`src/rtl/demux1x9_stream.sv`:
```
// Registered 1-to-9 valid/ready stream demultiplexer with a one-entry holding register per channel.
// Optional strict select checking is enabled by defining DEMUX1X9_STRICT_SEL_EN.
module demux1x9_stream #(
    parameter int WIDTH = 8
) (
    input  logic               clk,
    input  logic               rst_n,
    input  logic               in_valid,
    output logic               in_ready,
    input  logic [WIDTH-1:0]   in_data,
    input  logic [3:0]         in_sel,
    output logic [8:0]         out_valid,
    input  logic [8:0]         out_ready,
    output logic [9*WIDTH-1:0] out_data,
    output logic               drop_pulse,
    output logic [7:0]         drop_count
);

    localparam int NCH = 9;

    logic [NCH-1:0]   valid_q;
    logic [NCH-1:0]   valid_d;
    logic [WIDTH-1:0] data_q [NCH];
    logic [WIDTH-1:0] data_d [NCH];

    logic [3:0]       dest_s;
    logic [NCH-1:0]   dest_oh_s;
    logic             drop_s;
    logic             push_s;
    logic [NCH-1:0]   load_oh_s;

    // Decode the select exactly as the 9:1 mux tree reads it; strict mode flags 9..15 for discard.
    always_comb begin
        drop_s = 1'b0;
        if (in_sel[3] == 1'b0) begin
            dest_s = {1'b0, in_sel[2:0]};
        end else begin
            dest_s = 4'd8;
`ifdef DEMUX1X9_STRICT_SEL_EN
            if (in_sel[2:0] != 3'd0) begin
                drop_s = 1'b1;
            end else begin
                drop_s = 1'b0;
            end
`endif
        end
        dest_oh_s = 9'd1 << dest_s;
    end

    // Accept when the destination slot is empty or being drained this cycle; drops always accept.
    always_comb begin
        if (drop_s) begin
            in_ready = 1'b1;
        end else begin
            in_ready = |(dest_oh_s & (~valid_q | out_ready));
        end
        push_s    = in_valid & in_ready & ~drop_s;
        load_oh_s = push_s ? dest_oh_s : 9'd0;
    end

    // Next state per channel: a load wins over a pop so back-to-back beats keep valid high.
    always_comb begin
        for (int k = 0; k < NCH; k++) begin
            valid_d[k] = load_oh_s[k] | (valid_q[k] & ~out_ready[k]);
            if (load_oh_s[k]) begin
                data_d[k] = in_data;
            end else begin
                data_d[k] = data_q[k];
            end
        end
    end

    // Channel holding registers.
    always_ff @(posedge clk or negedge rst_n) begin
        if (!rst_n) begin
            valid_q <= 9'd0;
            for (int k = 0; k < NCH; k++) begin
                data_q[k] <= '0;
            end
        end else begin
            valid_q <= valid_d;
            for (int k = 0; k < NCH; k++) begin
                data_q[k] <= data_d[k];
            end
        end
    end

    // Flatten channel payloads onto the output bus.
    always_comb begin
        out_valid = valid_q;
        for (int k = 0; k < NCH; k++) begin
            out_data[k*WIDTH +: WIDTH] = data_q[k];
        end
    end

`ifdef DEMUX1X9_STRICT_SEL_EN
    logic       drop_pulse_q;
    logic       drop_pulse_d;
    logic [7:0] drop_count_q;
    logic [7:0] drop_count_d;

    // A discarded beat produces a one-cycle pulse and a saturating count.
    always_comb begin
        drop_pulse_d = in_valid & drop_s;
        if (drop_pulse_d && (drop_count_q != 8'd255)) begin
            drop_count_d = drop_count_q + 8'd1;
        end else begin
            drop_count_d = drop_count_q;
        end
    end

    // Drop reporting registers.
    always_ff @(posedge clk or negedge rst_n) begin
        if (!rst_n) begin
            drop_pulse_q <= 1'b0;
            drop_count_q <= 8'd0;
        end else begin
            drop_pulse_q <= drop_pulse_d;
            drop_count_q <= drop_count_d;
        end
    end

    assign drop_pulse = drop_pulse_q;
    assign drop_count = drop_count_q;
`else
    assign drop_pulse = 1'b0;
    assign drop_count = 8'd0;
`endif

endmodule

```
`config.mk`:
```
export PLATFORM = sky130hd
export DESIGN_NAME = demux1x9_stream
export DESIGN_NICKNAME = d
export VERILOG_FILES = /design/src/rtl/demux1x9_stream.sv
export SDC_FILE = /design/constraint.sdc
export NUM_CORES = 1
export LEC_CHECK = 0
export CORE_MARGIN = 2
export CORE_UTILIZATION = 30
export DETAILED_ROUTE_END_ITERATION = 7
export SLEW_MARGIN = 20
export SYNTH_ARGS = -nofsm -noshare
export SYNTH_HDL_FRONTEND = slang
export SYNTH_SLANG_ARGS = --single-unit
```
`constraint.sdc`:
```
create_clock -name clk -period 3.15 [get_ports clk]
set_input_delay 0.7875 -clock clk [delete_from_list [all_inputs] [get_ports clk]]
set_output_delay 0.7875 -clock clk [all_outputs]
set_load 0.03 [all_outputs]
```
[Word level (Yosys, flattened, before mapping)]
Index checks and enable logic that the tools add are counted.
W data, S select, Z words.
Word-level totals
  output and inout port bits: 91
  memories: 0
  word-level logic and storage cells: 45
  memory bits (writable): 0
  bits in registers: 81
  bits in read-only memories: 0
  latch bits: 0
Operators by class
  bitwise logic cells: 31
  multiplexer cells: 2
  magnitude comparators: 0
  reduce and logical (&&, ||, !) cells: 1
  divide/modulo/power cells: 0
  equal/unequal tests: 0
  multiply operators: 0
  $add $sub $neg: 0
  shifts and indexed selects: 1
Operators by type and width (count)
  $and A1 B1 Y1: 10
  $and A9 B9 Y9: 1
  $mux W9: 1
  $not A1 Y1: 9
  $not A9 Y9: 1
  $or A1 B1 Y1: 9
  $or A9 B9 Y9: 1
  $reduce_or A9 Y1: 1
  $shl A1 B4 Y9 const A: 1
  $mux W4: 1

[Depth between registers and ports, before layout]
Gate-level depths: netlist of the first run.
  depth after elaboration: 7
  depth in mapped cells: 6

[Worst setup path before layout of the first run]
No wires, ideal clock.
  path kind: input port to output port
  start point: input in_sel[0]
  end point: output in_ready
  slack: -255 ps
  path buffers: 1
  data arrival time: 2618 ps
  cell stages on the path: 3
  path through: buf_4 mux4_2 o311ai_0
Between the ends
  longest elaborated chain between the ends: 4
RTL lines
  start, declared: RTL line 11  | input logic [3:0] in_sel,
  $mux W4: RTL line 35  | if (in_sel[3] == 1'b0) begin
  $shl A1 B4 Y9: RTL line 47  | dest_oh_s = 9'd1 << dest_s;
  $and A9 B9 Y9: RTL line 55  | in_ready = |(dest_oh_s & (~valid_q | out_ready));
  $reduce_or A9 Y1: RTL line 55
  end, declared: RTL line 9  | output logic in_ready,
Every way passes these cells.

[Worst setup path after layout of the first run]
Ends and elaborated chain as after synthesis.

==> results_dict.tcl, run 1 <==
set metrics [dict create \
    core_um2 10800 \
    synthFlopType "dfrtp_1" \
    place.gp.congestion 0.727 \
    cts_max_level 3 \
    syn_area_um2 3320 \
    grt-ovfl-total 0 \
    drc 0 \
    clk_latency_ps 340 \
    min_period_ps 3060 \
    cts_tree "done" \
    irDropWorstVdd_mv 0.312 \
    clkSinkCount 81 \
    dp_cells 459 \
    ys_types 26 \
    grt_pass1_wl_um 11800 \
    fin_skew_ps 10.9 \
    first_global_vias 2240 \
    grt_usage_pct 13.2 \
    period_share_pct 97.1 \
    cts.path.max_buffers 2 \
    drive_gt1_share_pct 32.2 \
    min_path_type "input pin to async pin" \
    synth_cells 213 \
    fmax_ghz 0.327 \
    post-cts-setup-buffer-count 0 \
    synth_seq_cells 81 \
    critPathCaptureType "output pin" \
    cts_root_buf "clkbuf_8" \
    syn2layout_area_growth_pct 42.8 \
    dieArea_um2 11900 \
    startpoint_type "input pin" \
    timing.rr.start "out_valid[3]$_DFF_PN0_" \
    wirelength_um 7650 \
    diodes 0 \
    portBuffers 105 \
    dpl.hpwl_um 5370 \
    rr_worst_depth 4 \
    grt_max_degree 82 \
    synth-edff-count 0 \
    ys_top_cells_by_area "dfrtp_1 (61%), mux2_2 (24%), buf_4 (2.5%)" \
    synthTopCellsByCount "dfrtp_1 (81), mux2_2 (71), buf_4 (11), nor2b_1 (8), nand2_1 (7)" \
    fin_area_um2 4740 \
    fin_cells 475 \
    worstReg2RegEnd "out_data[27]$_DFFE_PN0P_" \
    setup_viol 0 \
    antenna_found_initial 0 \
    powerDensity_nw_per_um2 722 \
    slew_headroom_pct 50.5 \
    drtIter0Drc 61 \
    power_w 0.00342 \
    post-synth-top-count-cell "dfrtp_1" \
    vias_per_cell 4.47 \
    syn_area_per_cell_um2 15.6 \
    worstPathArrival_ps 2270 \
    cts_made_buffers 9 \
    io_pins 115 \
    routedWlPerCell_um 16.1 \
    crit_required_ps 2360 \
    crit_type "input pin to output pin" \
    yosysWarnings 0 \
    cp_max_fo 2 \
    firstDrtPassIters 2 \
    ctsResizeCount 0 \
    hold_viol 0 \
    synth_top_cell_area_share_pct 61.1 \
    row_count 38 \
    yosys.area.top_type "dfrtp_1" \
    start_util_pct 30.7 \
    synth-seq-area-share_pct 61.1 \
    cts_hold_buf 0 \
    die-width_um 109 \
    r2r_slack_ps 1640 \
    antenna_left 0 \
    fp.dieH_um 109 \
    worst_slew_pin_slew_ps 743 \
    num-nets-final 354 \
    slew_violations 0 \
    maxCapViolCount 0 \
    dr_total_vias 2124 \
    rsz0062_at_grt "false" \
    leakage_nw 2.05 \
    async_flop_share_pct 100 \
    run_status "finished, final reports clean" \
    placed_cell_area_um2 4510 \
    finalSetupTns_ps 0 \
    clkSlewWorstSetupHoldPaths_ps 90 \
]
layout by cell type (no fill, tap or decap), drive strengths merged:
cell and instances:
clkinv 1, o311ai 1, inv 2, clkbuf 12, nand2 7, dfrtp 81
mux4 1, nor4b 3, nor2 2, nand3 3, clkinvlp 1, a31oi 1
and2 1, nand2b 5, conb 9, or2 4, bufinv 2, and4b 1
nor4 1, nor2b 8, clkdlybuf4s50 103, buf 9, nand4 2, mux2 72
nand3b 3
report_power, final:
part	switching (W)	internal, W
clock network	0.000367	0.000471
logic	0.000667	0.000554
registers	0.000108	0.00125
worst max-delay path by stage:
stage	start	to	slack (ps)	cells after the start
3_3_place_gp	in_sel[0]	in_ready	110	4
5_1_grt	in_sel[0]	in_ready	20	4
3_5_place_dp	in_sel[0]	in_ready	80	4
4_1_cts	in_sel[0]	in_ready	80	4
6_report	in_sel[0]	in_ready	90	4
2_1_floorplan	in_sel[0]	in_ready	110	3
layout make-up:
class                      count  area (µm²)
clock buffer                  12         145
clock inverter                 4        76.3
fill                        1036        6060
inverter                       2        7.51
multi-input combinational    124        1200
sequential                    81        2030
tap                          140         175
timing repair buffer         112        1100
logic make-up (layout without fill, tap and decap cells):
group / count (synthesis) / count (layout) / share of synthesized area [%]
mux: 73 / 73 / 25.2
buf+inv: 16 / 130 / 3.54
simple gates: 40 / 40 / 9.58
other cells: 1 / 9 / 0.113
compound gates: 2 / 2 / 0.453
flops: 81 / 81 / 61.1
state kept, by name, summed over array words and instances, names as in the netlist:
register and flops:
out_data 72, out_valid 9
metal layers:
metal	up-vias	routed length, µm	global-route usage [%]
met1	1074	3430	16.6
met4	0	77	3.80
met5	-	0	0
li1	964	-	-
met3	9	574	4.36
met2	77	3560	21.5
worst max-delay path, stage by stage:
cell             delay [ps]
clkdlybuf4s50_1         520
mux4_2                  510
o311ai_1                250
buf_4                   210
stage by stage:
stage	setup WS [ps]	hold slack, ps	utilization, %
final	90.9	469	43.9
after global routing	23.1	515	43.9
after CTS	79.2	511	43.9
after detailed placement	77.7	492	41.8
after global placement	107	488	41.8
after floorplan	106	492	-
Note: power is estimated with default switching activity, not from simulation.
==> run 2, diff against run 1 <==
Settings changed: CORE_MARGIN 2 to not set.
==> run 2 against run 1 <==
Net effect:
- via count up 0.85%
- clock skew decreased by 5.8 ps
- first-iteration DRC count up 41%
- total power decreased by 1.5%
- design area decreased by 0.26%
- flip-flop and latch count did not move
- core utilization down 0.12 points
- register-to-register slack gained 20 ps
- count of clock-buffer cells in the layout fell by 2
- sequential power barely moved
- hold slack got worse by 45 ps
- non-clock buffer count up 2
- critical path type unchanged
- largest cell class unchanged
- largest power group unchanged
==> results_dict.tcl, run 2 (same netlist as run 1, synthesis figures left out) <==
set metrics [dict create \
    nFillCells 1032 \
    worstPathBufferInverterCount 2 \
    portBuffers 105 \
    finalSetupTns_ps 0 \
    crit_slowest_cell "clkdlybuf4s50_1" \
    crit_required_ps 2360 \
    cts_hold_buf 0 \
    grt_usage_pct 14.3 \
    row_count 38 \
    vias_per_cell 4.51 \
    die-width_um 107 \
    regArea_um2 2030 \
    place_ws_ps 87.1 \
    first_global_vias 2317 \
    clkSinkCount 81 \
    critical_path.top_delay_family "buffers and inverters" \
    rsz0062_at_grt "false" \
    critPathCaptureType "output pin" \
    dr_total_vias 2142 \
    largest_reg_flops 72 \
    worst_slew_pin_slew_ps 552 \
    run_status "finished, final reports clean" \
    drc 0 \
    grt_pass1_wl_um 12300 \
    multi_input_area_um2 1200 \
    fp.dieH_um 107 \
    antenna_found_initial 0 \
    final_core_util_pct 43.8 \
    syn2layout_area_growth_pct 42.4 \
    r2r_slack_ps 1660 \
    dieArea_um2 11500 \
    drtIter0Drc 86 \
    fmax_ghz 0.328 \
    cp_max_fo 2 \
    cts_tree "done" \
    post-cts-setup-buffer-count 0 \
    powerDensity_nw_per_um2 713 \
    hold_viol 0 \
    ctsResizeCount 0 \
    io_pins 115 \
    diodes 0 \
    place.gp.congestion 0.811 \
    fin_skew_ps 5.12 \
    crit_chain "clkdlybuf4s50_1 > mux4_2 > o311ai_1 > buf_4" \
    cts_made_buffers 9 \
    slew_headroom_pct 63.2 \
    grt-ovfl-total 0 \
    routedWlPerCell_um 15.8 \
    firstDrtPassIters 4 \
    cpPeakStageDelay_ps 510 \
    leakage_nw 2.05 \
    mostFrequentLayoutCell "clkdlybuf4s50_1" \
    antenna_left 0 \
    cts_max_level 3 \
    startpoint_type "input pin" \
    dpl.hpwl_um 5520 \
    wirelength_um 7490 \
    period_share_pct 96.7 \
    cts_root_buf "clkbuf_8" \
    crit_type "input pin to output pin" \
    clk_latency_ps 340 \
    cts.path.max_buffers 2 \
    irDropWorstVdd_mv 0.264 \
    final_cell_mix "clkdlybuf4s50_1 (103), dfrtp_1 (81), mux2_2 (71)" \
    min_period_ps 3050 \
    slew_violations 0 \
    drive_gt1_share_pct 32.5 \
    timing.final.ws_setup_ps 104 \
    grt_max_degree 44 \
    worstPathArrival_ps 2260 \
    core_um2 10800 \
    start_util_pct 30.7 \
    maxCapViolCount 0 \
    setup_viol 0 \
    clkSlewWorstSetupHoldPaths_ps 80 \
    num-nets-final 356 \
    min_path_type "input pin to async pin" \
]
==> run 2: worst paths after layout <==
check                                         from                        to  depth (start not counted)
hold / removal                               rst_n  out_data[34]$_DFFE_PN0P_                          1
min in group clk           out_data[0]$_DFFE_PN0P_   out_data[0]$_DFFE_PN0P_                          1
hold reg to reg            out_data[0]$_DFFE_PN0P_   out_data[0]$_DFFE_PN0P_                          1
max in group asynchronous                    rst_n    out_valid[5]$_DFF_PN0_                          2
setup / recovery                         in_sel[0]                  in_ready                          4
setup reg to reg            out_valid[3]$_DFF_PN0_  out_data[29]$_DFFE_PN0P_                          4
==> run 2: routing by layer <==
metal	track usage, %	up-vias	share of wire (%)
li1	-	968	-
met1	18.6	1083	45
met2	22.6	79	47
met3	3.04	12	5.3
met4	7.05	0	1.8
met5	0	-	0
==> run 2: layout make-up <==
| type | count | area share, % |
|---|---|---|
| flip-flops and latches | 81 | 42.9 |
| multi-input cells | 124 | 25.5 |
| repair buffers | 114 | 23.6 |
| well taps | 140 | 3.71 |
| clock buffers | 10 | 2.70 |
| clock inverters | 4 | 1.48 |
| inverters | 2 | 0.159 |
==> run 2: stage by stage <==
stage	hold slack (ps)	area, µm²	cells	power [W]
6_report	424	4720	475	0.00337
4_1_cts	424	4720	475	0.00342
3_5_place_dp	492	4530	461	0.00262
3_3_place_gp	490	4530	461	0.00261
5_1_grt	444	4720	475	0.00354
2_1_floorplan	492	3350	221	0.00206
==> run 2: power breakdown <==
part | internal [W] | total [W] | switching (W)
clock | 0.000436 | 0.000784 | 0.000349
sequential | 0.00125 | 0.00137 | 0.000111
combinational | 0.000555 | 0.00122 | 0.000664
==> run 3, diff against run 2 <==
Settings changed: CORE_MARGIN set to 1, MAX_ROUTING_LAYER set to met4.
==> run 3 against run 2 <==
Net effect:
- final cell count did not move
- setup slack improved by 2.4 ps
- combinational power barely moved
- clock power barely moved
- highest routed layer unchanged
- total power barely moved
- hold slack improved by 0.73 ps
- critical path depth did not move
- via count did not move
- critical endpoint unchanged
- clock skew barely moved
- design area did not move
- flip-flop and latch count did not move
- maximum frequency barely moved
==> results_dict.tcl, run 3 (same netlist as run 1, synthesis figures left out) <==
set metrics [dict create \
    pwr-share-comb_pct 36.1 \
    powerDensity_nw_per_um2 713 \
    cts.path.max_buffers 2 \
    fp.dieH_um 107 \
    cts_hold_buf 0 \
    worstPathArrival_ps 2260 \
    slew_violations 0 \
    p_sw_w 0.00113 \
    routedWlPerCell_um 15.8 \
    diodes 0 \
    drive_gt1_share_pct 32.5 \
    grt_pass1_wl_um 12300 \
    maxCapViolCount 0 \
    hold_viol 0 \
    portBuffers 105 \
    slew_headroom_pct 63.2 \
    period_share_pct 96.6 \
    antenna_left 0 \
    mostFrequentLayoutCell "clkdlybuf4s50_1" \
    cts_tree "done" \
    r2r_slack_ps 1660 \
    power.share.sequential_pct 40.5 \
    grt_max_degree 44 \
    core_um2 10800 \
    ctsResizeCount 0 \
    timing.rr.start "out_valid[3]$_DFF_PN0_" \
    rr_worst_depth 4 \
    cts_root_buf "clkbuf_8" \
    finalSetupTns_ps 0 \
    cts_made_buffers 9 \
    worst_slew_pin_slew_ps 551 \
    row_count 38 \
    clk_latency_ps 340 \
    leakage_nw 2.05 \
    min_period_ps 3040 \
    critPathCaptureType "output pin" \
    first_global_vias 2324 \
    grt-ovfl-total 0 \
    dpl.hpwl_um 5520 \
    min_path_type "input pin to async pin" \
    io_pins 115 \
    fin_skew_ps 4.84 \
    drc 0 \
    antenna_found_initial 0 \
    switching_share_pct 33.4 \
    drtIter0Drc 85 \
    fmax_ghz 0.329 \
    dr_total_vias 2142 \
    place.gp.congestion 0.823 \
    post-cts-setup-buffer-count 0 \
    cp_max_fo 2 \
    crit_required_ps 2360 \
    final_cell_mix "clkdlybuf4s50_1 (103), dfrtp_1 (81), mux2_2 (71)" \
    startpoint_type "input pin" \
    vias_per_cell 4.51 \
    num-nets-final 356 \
    setup_viol 0 \
    fin_area_um2 4720 \
    clkSlewWorstSetupHoldPaths_ps 80 \
    largest_reg_flops 72 \
    p_int_w 0.00224 \
    die-width_um 107 \
    cts_max_level 3 \
    crit_type "input pin to output pin" \
    grt_usage_pct 14.7 \
    wirelength_um 7520 \
    clkSinkCount 81 \
    placed_cell_area_um2 4530 \
    worstReg2RegEnd "out_data[27]$_DFFE_PN0P_" \
    run_status "finished, final reports clean" \
    syn2layout_area_growth_pct 42.4 \
    power_frac_clock_pct 23.3 \
    dieArea_um2 11500 \
    rsz0062_at_grt "false" \
    firstDrtPassIters 4 \
    irDropWorstVdd_mv 0.264 \
    start_util_pct 30.7 \
]
-- run 3: final cells by class --
cell class | count | area (µm²)
Timing Repair Buffer | 114 | 1110
Sequential cell | 81 | 2030
Multi-Input combinational cell | 124 | 1200
Clock buffer | 10 | 128
Fill cell | 1032 | 6070
Inverter | 2 | 7.51
Tap cell | 140 | 175
Clock inverter | 4 | 70.1
-- run 3: power by group through the flow --
| stage | sequential (W) | clock (W) | combinational, W |
|---|---|---|---|
| finish | 0.00137 | 0.000786 | 0.00122 |
| global route | 0.00140 | 0.000858 | 0.00128 |
| CTS | 0.00137 | 0.000822 | 0.00123 |
| detailed placement | 0.00139 | 0 | 0.00123 |
| global placement | 0.00138 | 0 | 0.00122 |
| floorplan | 0.00181 | 0 | 0.000244 |
-- run 3: how the worst max path moves through the flow --
stage                          from        to  slack, ps  cells past startpoint
after floorplan           in_sel[0]  in_ready        110                      3
after global placement    in_sel[0]  in_ready        100                      4
after detailed placement  in_sel[0]  in_ready         90                      4
after CTS                 in_sel[0]  in_ready         90                      4
after global routing      in_sel[0]  in_ready         50                      7
final                     in_sel[0]  in_ready        110                      4
-- run 3: metrics by stage --
| stage | worst slack, ps | cells | utilization [%] | hold WS (ps) | total power (W) |
|---|---|---|---|---|---|
| after detailed placement | 87.1 | 461 | 41.9 | 492 | 0.00262 |
| final | 106 | 475 | 43.8 | 425 | 0.00337 |
| after global routing | 51.6 | 475 | 43.8 | 444 | 0.00354 |
| after global placement | 104 | 461 | 41.9 | 490 | 0.00261 |
| after CTS | 90.8 | 475 | 43.8 | 424 | 0.00342 |
| after floorplan | 106 | 221 | - | 492 | 0.00206 |
-- run 3: worst max-delay path, cell delays in order --
cell             delay [ps]
clkdlybuf4s50_1         510
mux4_2                  510
o311ai_1                240
buf_4                   210
-- run 3: layer usage --
| metal | up-vias | GRT usage, % | share of wire [%] |
|---|---|---|---|
| met5 | - | - | 0 |
| met3 | 12 | 2.55 | 5.0 |
| met4 | 0 | 7.05 | 1.8 |
| met2 | 79 | 22.6 | 47 |
| li1 | 967 | - | - |
| met1 | 1084 | 18.9 | 46 |
